--- config.mk ---
export PLATFORM = sky130hd
export DESIGN_NAME = rv32_alu_sequencer
export DESIGN_NICKNAME = d
export VERILOG_FILES = /design/src/rtl/rv32_alu_sequencer.sv
export SDC_FILE = /design/constraint.sdc
export NUM_CORES = 1
export LEC_CHECK = 0
export ABC_CLOCK_PERIOD_IN_PS = 2600
export CORE_MARGIN = 8
export CORE_UTILIZATION = 49
export DETAILED_ROUTE_END_ITERATION = 6
export DONT_BUFFER_PORTS = 1
export PLACE_DENSITY = 0.62
export SLEW_MARGIN = 20
export SYNTH_ARGS = -nofsm -noshare
export SYNTH_HDL_FRONTEND = slang
export SYNTH_SLANG_ARGS = --single-unit
--- constraint.sdc ---
create_clock -name i_clk -period 2.6 [get_ports i_clk]
set_clock_uncertainty 0.15 [all_clocks]
set_input_delay 0.39 -clock i_clk [delete_from_list [all_inputs] [get_ports i_clk]]
set_output_delay 0.39 -clock i_clk [all_outputs]
set_load 0.01 [all_outputs]
--- src/rtl/rv32_alu_sequencer.sv ---
// rv32_alu_sequencer: multicycle initiator for the 16-bit slice adder unit.
// A 32-bit ADD/SUB/OR/AND/XOR request is split into a low-half and a high-half
// pass through the external slice. The inter-half carry is kept in a register.
// The 32-bit result and its carry/zero flags are held until the consumer takes them.
module rv32_alu_sequencer #(
    parameter int DATA_W  = 32,
    parameter int SLICE_W = 16
) (
    input  logic               i_clk,
    input  logic               i_rst_n,
    input  logic               i_valid,
    output logic               o_ready,
    input  logic [2:0]         i_op,
    input  logic [DATA_W-1:0]  i_operand_a,
    input  logic [DATA_W-1:0]  i_operand_b,
    output logic               o_valid,
    input  logic               i_ready,
    output logic [DATA_W-1:0]  o_result,
    output logic               o_carry,
    output logic               o_zero,
    output logic               o_illegal,
    output logic [SLICE_W-1:0] o_add_op_one,
    output logic [SLICE_W-1:0] o_add_op_two,
    output logic               o_add_c_in,
    output logic [1:0]         o_add_sel,
    input  logic [SLICE_W-1:0] i_add_result,
    input  logic               i_add_carry_out
);

    typedef enum logic [1:0] {
        S_IDLE,
        S_LO,
        S_HI,
        S_DONE
    } state_t;

    localparam logic [2:0] OP_ADD = 3'b000;
    localparam logic [2:0] OP_SUB = 3'b001;
    localparam logic [2:0] OP_OR  = 3'b010;
    localparam logic [2:0] OP_AND = 3'b011;
    localparam logic [2:0] OP_XOR = 3'b100;

    localparam logic [1:0] SEL_ADD = 2'b00;
    localparam logic [1:0] SEL_OR  = 2'b01;
    localparam logic [1:0] SEL_AND = 2'b10;
    localparam logic [1:0] SEL_XOR = 2'b11;

    state_t              state_q;
    state_t              state_d;
    logic [2:0]          op_q;
    logic [DATA_W-1:0]   a_q;
    logic [DATA_W-1:0]   b_q;
    logic                carry_q;
    logic [DATA_W-1:0]   result_q;
    logic                carry_flag_q;
    logic                zero_q;
    logic                illegal_q;

    logic                in_op_legal;
    logic                op_is_sub;
    logic                op_is_arith;
    logic [1:0]          op_sel;

    assign in_op_legal = (i_op == OP_ADD) || (i_op == OP_SUB) || (i_op == OP_OR)
                      || (i_op == OP_AND) || (i_op == OP_XOR);
    assign op_is_sub   = (op_q == OP_SUB);
    assign op_is_arith = (op_q == OP_ADD) || (op_q == OP_SUB);

    // Map the captured opcode onto the slice function select
    always_comb begin
        op_sel = SEL_ADD;
        case (op_q)
            OP_OR:   op_sel = SEL_OR;
            OP_AND:  op_sel = SEL_AND;
            OP_XOR:  op_sel = SEL_XOR;
            default: op_sel = SEL_ADD;
        endcase
    end

    // State register
    always_ff @(posedge i_clk or negedge i_rst_n) begin
        if (!i_rst_n) begin
            state_q <= S_IDLE;
        end else begin
            state_q <= state_d;
        end
    end

    // Next-state logic; illegal ops jump straight to DONE
    always_comb begin
        state_d = state_q;
        case (state_q)
            S_IDLE: begin
                if (i_valid) begin
                    state_d = in_op_legal ? S_LO : S_DONE;
                end
            end
            S_LO:   state_d = S_HI;
            S_HI:   state_d = S_DONE;
            S_DONE: begin
                if (i_ready) begin
                    state_d = S_IDLE;
                end
            end
            default: state_d = S_IDLE;
        endcase
    end

    // Slice drive: low half then high half, quiet (all zero) otherwise
    always_comb begin
        o_add_op_one = '0;
        o_add_op_two = '0;
        o_add_c_in   = 1'b0;
        o_add_sel    = SEL_ADD;
        case (state_q)
            S_LO: begin
                o_add_op_one = a_q[SLICE_W-1:0];
                o_add_op_two = op_is_sub ? ~b_q[SLICE_W-1:0] : b_q[SLICE_W-1:0];
                o_add_c_in   = op_is_sub;
                o_add_sel    = op_sel;
            end
            S_HI: begin
                o_add_op_one = a_q[DATA_W-1:SLICE_W];
                o_add_op_two = op_is_sub ? ~b_q[DATA_W-1:SLICE_W] : b_q[DATA_W-1:SLICE_W];
                o_add_c_in   = op_is_arith ? carry_q : 1'b0;
                o_add_sel    = op_sel;
            end
            default: begin
                o_add_op_one = '0;
                o_add_op_two = '0;
                o_add_c_in   = 1'b0;
                o_add_sel    = SEL_ADD;
            end
        endcase
    end

    // Request capture, per-half result collection and flag generation
    always_ff @(posedge i_clk or negedge i_rst_n) begin
        if (!i_rst_n) begin
            op_q         <= OP_ADD;
            a_q          <= '0;
            b_q          <= '0;
            carry_q      <= 1'b0;
            result_q     <= '0;
            carry_flag_q <= 1'b0;
            zero_q       <= 1'b1;
            illegal_q    <= 1'b0;
        end else begin
            case (state_q)
                S_IDLE: begin
                    if (i_valid) begin
                        op_q      <= i_op;
                        a_q       <= i_operand_a;
                        b_q       <= i_operand_b;
                        illegal_q <= !in_op_legal;
                        if (!in_op_legal) begin
                            result_q     <= '0;
                            carry_flag_q <= 1'b0;
                            zero_q       <= 1'b1;
                        end
                    end
                end
                S_LO: begin
                    result_q[SLICE_W-1:0] <= i_add_result;
                    carry_q               <= i_add_carry_out;
                end
                S_HI: begin
                    result_q[DATA_W-1:SLICE_W] <= i_add_result;
                    carry_flag_q <= op_is_arith & i_add_carry_out;
                    zero_q       <= ({i_add_result, result_q[SLICE_W-1:0]} == '0);
                end
                default: begin
                end
            endcase
        end
    end

    // Handshake and result outputs come straight from registered state
    always_comb begin
        o_ready   = (state_q == S_IDLE) && i_rst_n;
        o_valid   = (state_q == S_DONE);
        o_result  = result_q;
        o_carry   = carry_flag_q;
        o_zero    = zero_q;
        o_illegal = illegal_q;
    end

endmodule

==> results of run 1 <==
worst reg2reg max path, cell delays in order, from the launching register on:
cell and delay, ns:
sky130_fd_sc_hd__dfrtp_1 0.45, sky130_fd_sc_hd__inv_1 0.18, sky130_fd_sc_hd__ha_1 0.40, sky130_fd_sc_hd__nand2_4 0.31, sky130_fd_sc_hd__buf_4 0.30, sky130_fd_sc_hd__mux2_1 0.33
path summary, 6_finish.rpt:
| check | end | depth (start not counted) | from | slack, ns |
|---|---|---|---|---|
| worst max-delay path | o_add_op_two[3] | 7 | op_q[2]$_DFFE_PN0P_ | 0.07 |
| worst min-delay path | o_result[13]$_DFFE_PN0P_ | 0 | i_rst_n | -0.45 |
| worst max register to register | a_q[30]$_DFFE_PN0P_ | 5 | state_q[0]$_DFFE_PN0P_ | 0.37 |
| worst min register to register | a_q[29]$_DFFE_PN0P_ | 1 | a_q[29]$_DFFE_PN0P_ | 0.36 |
| max in group asynchronous | o_zero$_DFFE_PN1P_ | 0 | i_rst_n | 2.56 |
| min in group i_clk | o_result[14]$_DFFE_PN0P_ | 2 | i_add_result[14] | 0.01 |
stage by stage:
stage               hold slack (ns)  utilization (%)
finish                       -0.447             61.5
global route                 -0.468             61.5
CTS                          -0.460             60.0
detailed placement          -0.0525             53.5
global placement            -0.0526             53.5
floorplan                   -0.0556                -
power by group:
group	total [mW]	internal [mW]	switching (mW)	leakage, nW
Sequential	2.90	2.34	0.565	1.29
Combinational	3.89	1.92	1.97	1.56
Clock	1.10	0.542	0.563	0.109
Total	7.89	4.80	3.09	2.96
cells in the mapped netlist, types with 2 or more instances:
library cell                 n  share of area (%)
sky130_fd_sc_hd__mux2_2     49                 11
sky130_fd_sc_hd__buf_4       5               0.74
sky130_fd_sc_hd__xor2_1     32                5.6
sky130_fd_sc_hd__mux2_1     10                2.2
sky130_fd_sc_hd__a21boi_4    2               0.74
sky130_fd_sc_hd__buf_6       4               0.89
sky130_fd_sc_hd__nand2_1    69                5.1
sky130_fd_sc_hd__inv_1       6               0.45
sky130_fd_sc_hd__a22oi_1    33                4.9
sky130_fd_sc_hd__buf_1       3               0.22
sky130_fd_sc_hd__mux2_4      9                2.7
sky130_fd_sc_hd__dfrtp_1   104                 52
sky130_fd_sc_hd__clkbuf_1   10               0.74
sky130_fd_sc_hd__o21ai_2     2               0.35
sky130_fd_sc_hd__buf_2       7               0.69
sky130_fd_sc_hd__nor4_1      9                1.1
sky130_fd_sc_hd__a21oi_1     3               0.30
sky130_fd_sc_hd__o211ai_1    2               0.30
sky130_fd_sc_hd__nand4_1     2               0.25
sky130_fd_sc_hd__ha_1        5                1.2
sky130_fd_sc_hd__nor3_1      2               0.20
sky130_fd_sc_hd__nand3_1    32                3.2
sky130_fd_sc_hd__buf_8       2               0.60
sky130_fd_sc_hd__nor2_1     34                2.5
layout make-up:
| class | instances | area [sq um] |
|---|---|---|
| fill | 805 | 3900 |
| sequential | 105 | 2630 |
| multi-input combinational | 305 | 2230 |
| timing repair buffer | 98 | 953 |
| tap | 136 | 170 |
| clock buffer | 9 | 124 |
| clock inverter | 7 | 95.1 |
| inverter | 7 | 28.8 |
| antenna | 1 | 2.50 |
registers in the layout, indices dropped and copies added (netlist names):
name and flops:
o_zero 1, state_q 2, o_illegal 1, a_q 32, op_q 3, b_q 32, carry_q 1, o_result 32
o_carry 1
metal layers:
layer / share of wire, % / global-route usage (%) / wire length [um]
met5: 0.20 / 0 / 26
met4: 1.7 / 6.89 / 224
met3: 8.9 / 7.29 / 1190
met2: 51 / 32.2 / 6730
met1: 39 / 21.1 / 5120
repair_timing:
| item | in CTS | in global routing |
|---|---|---|
| pin swaps | 0 | 2 |
| gates resized for setup | 1 | 6 |
| hold buffers | 43 | 5 |
| hold endpoints to repair | 150 | 110 |
| setup endpoints to repair | 1 | 25 |
| cloned | 0 | 2 |
| buffers inserted | 0 | 2 |
logic make-up (layout without fill, tap and decap cells):
| family | Yosys count | in the layout | share of synthesized area [%] |
|---|---|---|---|
| AOI/OAI and AO/OA | 47 | 47 | 7.59 |
| xor gates and xnor gates | 33 | 33 | 5.73 |
| adders and majority gates | 5 | 5 | 1.24 |
| buffers and inverters | 38 | 121 | 4.42 |
| DFF | 105 | 105 | 52.1 |
| muxes | 68 | 68 | 15.9 |
| other | 0 | 1 | 0 |
| and+or+nand+nor | 152 | 152 | 13.0 |
==> results.md, run 1 <==
Cells and area:
- The fraction of layout instances using a drive strength above 1 is 26.2%.
- The most common cell after layout, fill and taps aside is sky130_fd_sc_hd__dfrtp_1.
- Relative to the synthesized area, the layout overhead comes to 23.6%.
- The final net count is 619.
- The number of standard cells in the final layout excluding fillers is 668.
- Leaving out fill and tap cells, the most frequent cells in the layout are sky130_fd_sc_hd__dfrtp_1 (101), sky130_fd_sc_hd__nand2_1 (69), sky130_fd_sc_hd__mux2_2 (49).
- With fillers left out, the area of the finished cells amounts to around 0.0062 sq mm.

Power and ir drop:
- The design draws 7.89 mW.
- The maximum VDD drop is 666 uV.
- Power spread over the standard cell area amounts to 1270 mW/mm^2.
- The leakage power total is about 3 nW.

Critical path:
- Broken down by cell family, the worst path's largest delay share belongs to buffers and inverters.
- Traced cell by cell, the critical path runs through nor3b_4 > buf_12 > clkbuf_16 > xor2_1 > a22oi_1 > nor2_1 > buf_4.
- The critical-path maximum fanout is 16.
- The largest individual stage delay along the critical path comes from the cell sky130_fd_sc_hd__dfrtp_2.
- The critical path is of the register to output port type.
- The required time reported for the critical path endpoint is approximately 2.1 ns.
- The endpoint kind of the worst setup timing path is an output port.
- Data on the critical path arrives at its endpoint at 1.99 ns.
- On the worst path, the slowest cell contributes a delay of between 0.4 and 0.5 ns.
- STA classifies the critical path startpoint as a register.
- The count of buffer and inverter cells on the critical path is 3.

Placed design:
- Detailed placement ended at an HPWL of about 9000 um.
- The setup slack after placement is 0.417 ns.
- Buffers placed on the I/O ports in this run total 0.
- After detailed placement, the design holds a cell count of 599.
- The congestion estimate from routability-driven global placement came to ~0.8.
- The post-placement cell area is 0.00543 sq mm.

Synth:
- Synthesis produced between 400 and 500 cells.
- For this run, the leading register cell type out of synthesis is sky130_fd_sc_hd__dfrtp_1.
- The average size of a mapped cell is 11.3 sq um.
- In this run, synthesis inferred 0 flip-flops with an integrated enable.
- In the synthesized netlist the async set-or-reset flop fraction comes to 100%.
- Synthesis inferred 105 register bits.
- After synthesis, the netlist uses 36 different library cells.
- The synthesized net count is 541.
- After synthesis, flip-flops and latches occupy 52.1% of the total area.
- The count of yosys warnings during synthesis is 0.
- The synthesized netlist occupies a cell area of 0.00504 sq mm.

GRT:
- The first global-routing pass estimated 21,200 um of wire.
- The global-route total usage across every layer is 18.9%.
- For this run the aggregate overflow at the end of global routing stands at 0.
- The number of antenna violations at the first check in global routing is 3.
- Entering global routing, the biggest net connects around 110 pins.
- The via count of the first global-routing pass is between 3,000 and 4,000.

STA:
- Once routing completed, OpenROAD measured the worst setup slack at ~0.072 ns.
- The final max-slew violation count came to 0.
- The final-report hold violation count is 105.
- The total negative slack is 0 ns.
- The slew at the pin closest to its max-slew limit is 0.654 ns.
- The worst relative slew slack is 56.4%.
- Static timing analysis puts the maximum clock frequency at slightly below 0.4 GHz.
- The worst path in the final design needs a cycle of roughly 2.5 ns, including I/O delays and setup.
- Setup violations remaining at the end of the flow were counted as 0.
- Hold timing on the final database bottoms out at a slack of -0.447 ns.
- The ratio of final minimum period to clock period is 97.2%.

Route:
- The remaining number of nets flagged by the antenna check after routing is 0.
- For this block, the routed nets add up to 13,300 um of wire.
- The number of remaining DRC errors is 0.
- After detailed routing, the number of vias per cell comes to 5.56.
- For this block, the initial DRC count from the detailed router was ~330.
- The detailed router placed 3,712 vias in this run.
- In the final routed layout, each cell accounts on average for approximately 20 um.
- The first detailed-routing pass took 4 iterations.

Clock tree:
- Counting every sink on the clock net gives 105.
- TritonCTS built the clock tree.
- CTS built an H-tree with a depth of 3.
- The worst-case clock buffer depth is 2.
- The CTS root buffer is sky130_fd_sc_hd__clkbuf_8.
- Clock latency on the worst-skew pair, taken at its later pin, is 0.36 ns.
- The number of CTS-inserted buffers is 9.
- Clock-pin slew was measured on the worst setup and hold paths at 0.10 ns.

Die:
- The initial utilization of the core area, before any placement, comes to 49.7%.
- The core box area is a little over 0.01 sq mm.
- The I/O pin count is between 150 and 200.
- The number of placement rows is 37.
- The die width is 117 um.
- The floorplan step defined a die boundary enclosing around 0.014 sq mm.
- The die is 117 um tall.

Run status:
- The checks that failed: hold timing.
- The run finished, with violations left.

Run:
- Max-cap violations in this run came to 0.

Hold path:
- The class of the tightest hold or removal check is input pin to asynchronous set/reset pin.
Power figures use the tool's default switching activity.
==> run 2, diff against run 1 <==
==> constraint.sdc (replaced) <==
create_clock -name i_clk -period 2.6 [get_ports i_clk]
set_clock_uncertainty 0.15 [all_clocks]
set_input_delay 0.78 -clock i_clk [delete_from_list [all_inputs] [get_ports i_clk]]
set_output_delay 0.78 -clock i_clk [all_outputs]
set_load 0.005 [all_outputs]
==> run 2 against run 1 <==
Net effect: the flow finishes with violations (hold timing, setup timing); wire length is 5.2% lower; die area stayed put; global-route usage is 0.40 points lower; clock power is 15% lower; power is 4.0% lower; critical path type unchanged; critical endpoint is now o_add_op_two[11]; largest cell class unchanged; largest power group unchanged.
==> results.md, run 2 (synthesis gave the netlist of run 1 again) <==
Die:
- The initial standard-cell utilization of the core is a little under 50%.
- The die covers 0.0138 sq mm.
- The I/O pin count is 160.
- The core box area is 0.0101 sq mm.
- The die is roughly 120 um tall.
- The die width is 117 um.
- After floorplanning, the core was divided into 37 placement rows.

Route:
- The routed design has around 13,000 um of wire.
- After the first detailed-routing iteration, the DRC count stood at 196.
- The number of detailed-routing iterations run before antenna repair is 4.
- In the final routed layout, each cell accounts on average for roughly 21 um.
- The number of remaining DRC errors is 0.
- Summing over every cut layer, the via total after detailed routing is approximately 3,400.
- The detail-routed via count per cell is ~5.6.
- Once detail routing completed, the nets flagged for antenna violations numbered 0.

Critical path:
- The category of the most critical setup path is register to output port.
- The required time reported for the critical path endpoint is 1.67 ns.
- The kind of start point of the critical path is a register.
- In this run the worst path has a maximum fanout of 8.
- STA classifies the critical path endpoint as an output port.
- The arrival time of the worst setup path is 1.79 ns.

STA:
- The final max-slew violation count is 0.
- Summed over all failing endpoints, the final setup total negative slack is -1.16 ns.
- The clock period minus worst slack is 2.72 ns.
- The final count of negative-setup-slack endpoints is 16.
- The worst relative slew slack is 56.7%.
- On the final layout, the worst hold slack is -0.0375 ns.
- The final-report hold violation count is 104.
- The slew at the pin closest to its max-slew limit is roughly 0.65 ns.
- The timing-limited maximum frequency is 0.368 GHz.
- Across all setup checks in the final design, the least slack found is -0.117 ns.
- The ratio of final minimum period to clock period is 105%.
- Setup repair after global routing could not meet its margin everywhere.

Cells and area:
- The final non-filler cell area is 0.00573 sq mm.
- Of the cells placed in the final design, the portion with a size suffix greater than 1 is just under 30%.
- The number of standard cells in the final layout excluding fillers is 601.
- In the layout the commonest cells are sky130_fd_sc_hd__dfrtp_1 (103), sky130_fd_sc_hd__nand2_1 (69), sky130_fd_sc_hd__mux2_2 (49).
- Relative to the synthesized area, the layout overhead comes to 13.6%.
- The most common cell after layout, fill and taps aside is sky130_fd_sc_hd__dfrtp_1.
- For this run, the post-layout net count is about 550.

Run status:
- The final reports fail on hold timing, setup timing.
- The run finished, with violations left.

Clock tree:
- The tree is rooted in a sky130_fd_sc_hd__clkbuf_8.
- The clock latency on the worst-skew pair is 0.35 ns.
- The worst-case clock buffer depth is 2.
- The tree built by TritonCTS fans out to approximately 110 sinks.
- The number of CTS-inserted buffers is 9.
- The register clock-pin slew on the reported worst setup and hold paths is around 0.09 ns.
- The clock tree from TritonCTS is yes.
- The deepest level of the CTS H-tree is 3.

Power and ir drop:
- Dividing total power by cell area gives a power density of 1320 mW/mm^2.
- For this design the static power due to leakage is about 2.7 nW.
- The worst-case IR drop observed on VDD is 516 uV.

GRT:
- Across every metal layer, demand over resource in global routing totals 18.5%.
- Entering global routing, the biggest net connects 107 pins.
- After global routing the overflow that remains totals 0.
- The number of antenna violations at the first check in global routing is 2.
- The via count of the first global-routing pass is 3,623.
- The first global-routing pass estimated between 20,000 and 25,000 um of wire.

Placed design:
- The count of buffers from port buffering is 0.
- The number of cells in the design after placement is 573.
- The half-perimeter wire length after placement is 8850 um.
- Once placement finished, the instance area stood at 0.00522 sq mm.
- At the end of routability-driven placement, the weighted congestion stood at 0.801.

Hold path:
- The class of the tightest hold or removal check is input pin to asynchronous set/reset pin.

Run:
- The number of max-cap violations is 0.
-- run 2: changes by cell type in the layout (fill, tap and decap cells not counted), moves of 3 or more --
cell | previous run | this run
sky130_fd_sc_hd__xor2_2 | 0 | 11
sky130_fd_sc_hd__inv_2 | 0 | 3
sky130_fd_sc_hd__clkbuf_8 | 9 | 12
sky130_fd_sc_hd__xor2_1 | 32 | 21
sky130_fd_sc_hd__buf_6 | 0 | 5
sky130_fd_sc_hd__buf_4 | 43 | 19
sky130_fd_sc_hd__dlygate4sd3_1 | 48 | 0
-- run 2: what timing repair did --
item                                    CTS  global route
gates cloned                              3             0
resized for setup                         9            25
setup buffers                             9             2
endpoints found under the setup margin   35            35
pin swaps                                10            21
hold endpoints to repair                104           104
-- run 2: through the flow --
stage	hold slack, ns	utilization, %	setup WS, ns	power [mW]
floorplan	0.311	-	0.252	5.25
global placement	0.327	51.5	0.208	5.96
detailed placement	0.337	51.5	0.199	6.06
CTS	-0.0625	55.2	-0.137	7.33
global route	-0.0728	56.5	-0.244	8.16
finish	-0.0375	56.5	-0.117	7.57
-- run 2: worst max-delay path: stages, from the launching register on --
cell	delay, ns
sky130_fd_sc_hd__dfrtp_1	0.41
sky130_fd_sc_hd__nor3b_4	0.28
sky130_fd_sc_hd__buf_6	0.18
sky130_fd_sc_hd__buf_16	0.15
sky130_fd_sc_hd__xor2_1	0.14
sky130_fd_sc_hd__a22oi_1	0.10
sky130_fd_sc_hd__nor2_1	0.16
-- run 2: where the power goes --
| part | internal (mW) | total [mW] | switching (mW) |
|---|---|---|---|
| logic | 1.88 | 3.80 | 1.92 |
| registers | 2.33 | 2.84 | 0.504 |
| clock network | 0.421 | 0.935 | 0.513 |
| total | 4.63 | 7.57 | 2.94 |
-- run 2: layout make-up --
type	count	area (sq um)
fillers	850	4410
flip-flops and latches	105	2630
multi-input cells	305	2350
repair buffers	32	374
well taps	136	170
clock buffers	13	169
inverters	7	26.3
clock inverters	2	12.5
diodes	1	2.50
-- run 2: metal layers --
layer  share of wire, %  wire (um)  global-route usage, %
met1                 39       4920                   21.1
met2                 49       6190                   29.8
met3                 10       1260                   8.92
met4                1.5        195                   6.24
met5               0.20         25                      0
-- run 2: path summary, 6_finish.rpt --
kind	start	to	cells past startpoint	slack (ns)
worst max-delay path	op_q[1]$_DFFE_PN0P_	o_add_op_two[11]	6	-0.12
worst min-delay path	i_rst_n	b_q[27]$_DFFE_PN0P_	0	-0.04
worst max register to register	state_q[1]$_DFFE_PN0P_	o_result[6]$_DFFE_PN0P_	8	0.42
worst min register to register	o_result[29]$_DFFE_PN0P_	o_result[29]$_DFFE_PN0P_	2	0.36
max in group asynchronous	i_rst_n	o_zero$_DFFE_PN1P_	0	2.16
min in group i_clk	o_result[29]$_DFFE_PN0P_	o_result[29]$_DFFE_PN0P_	2	0.36
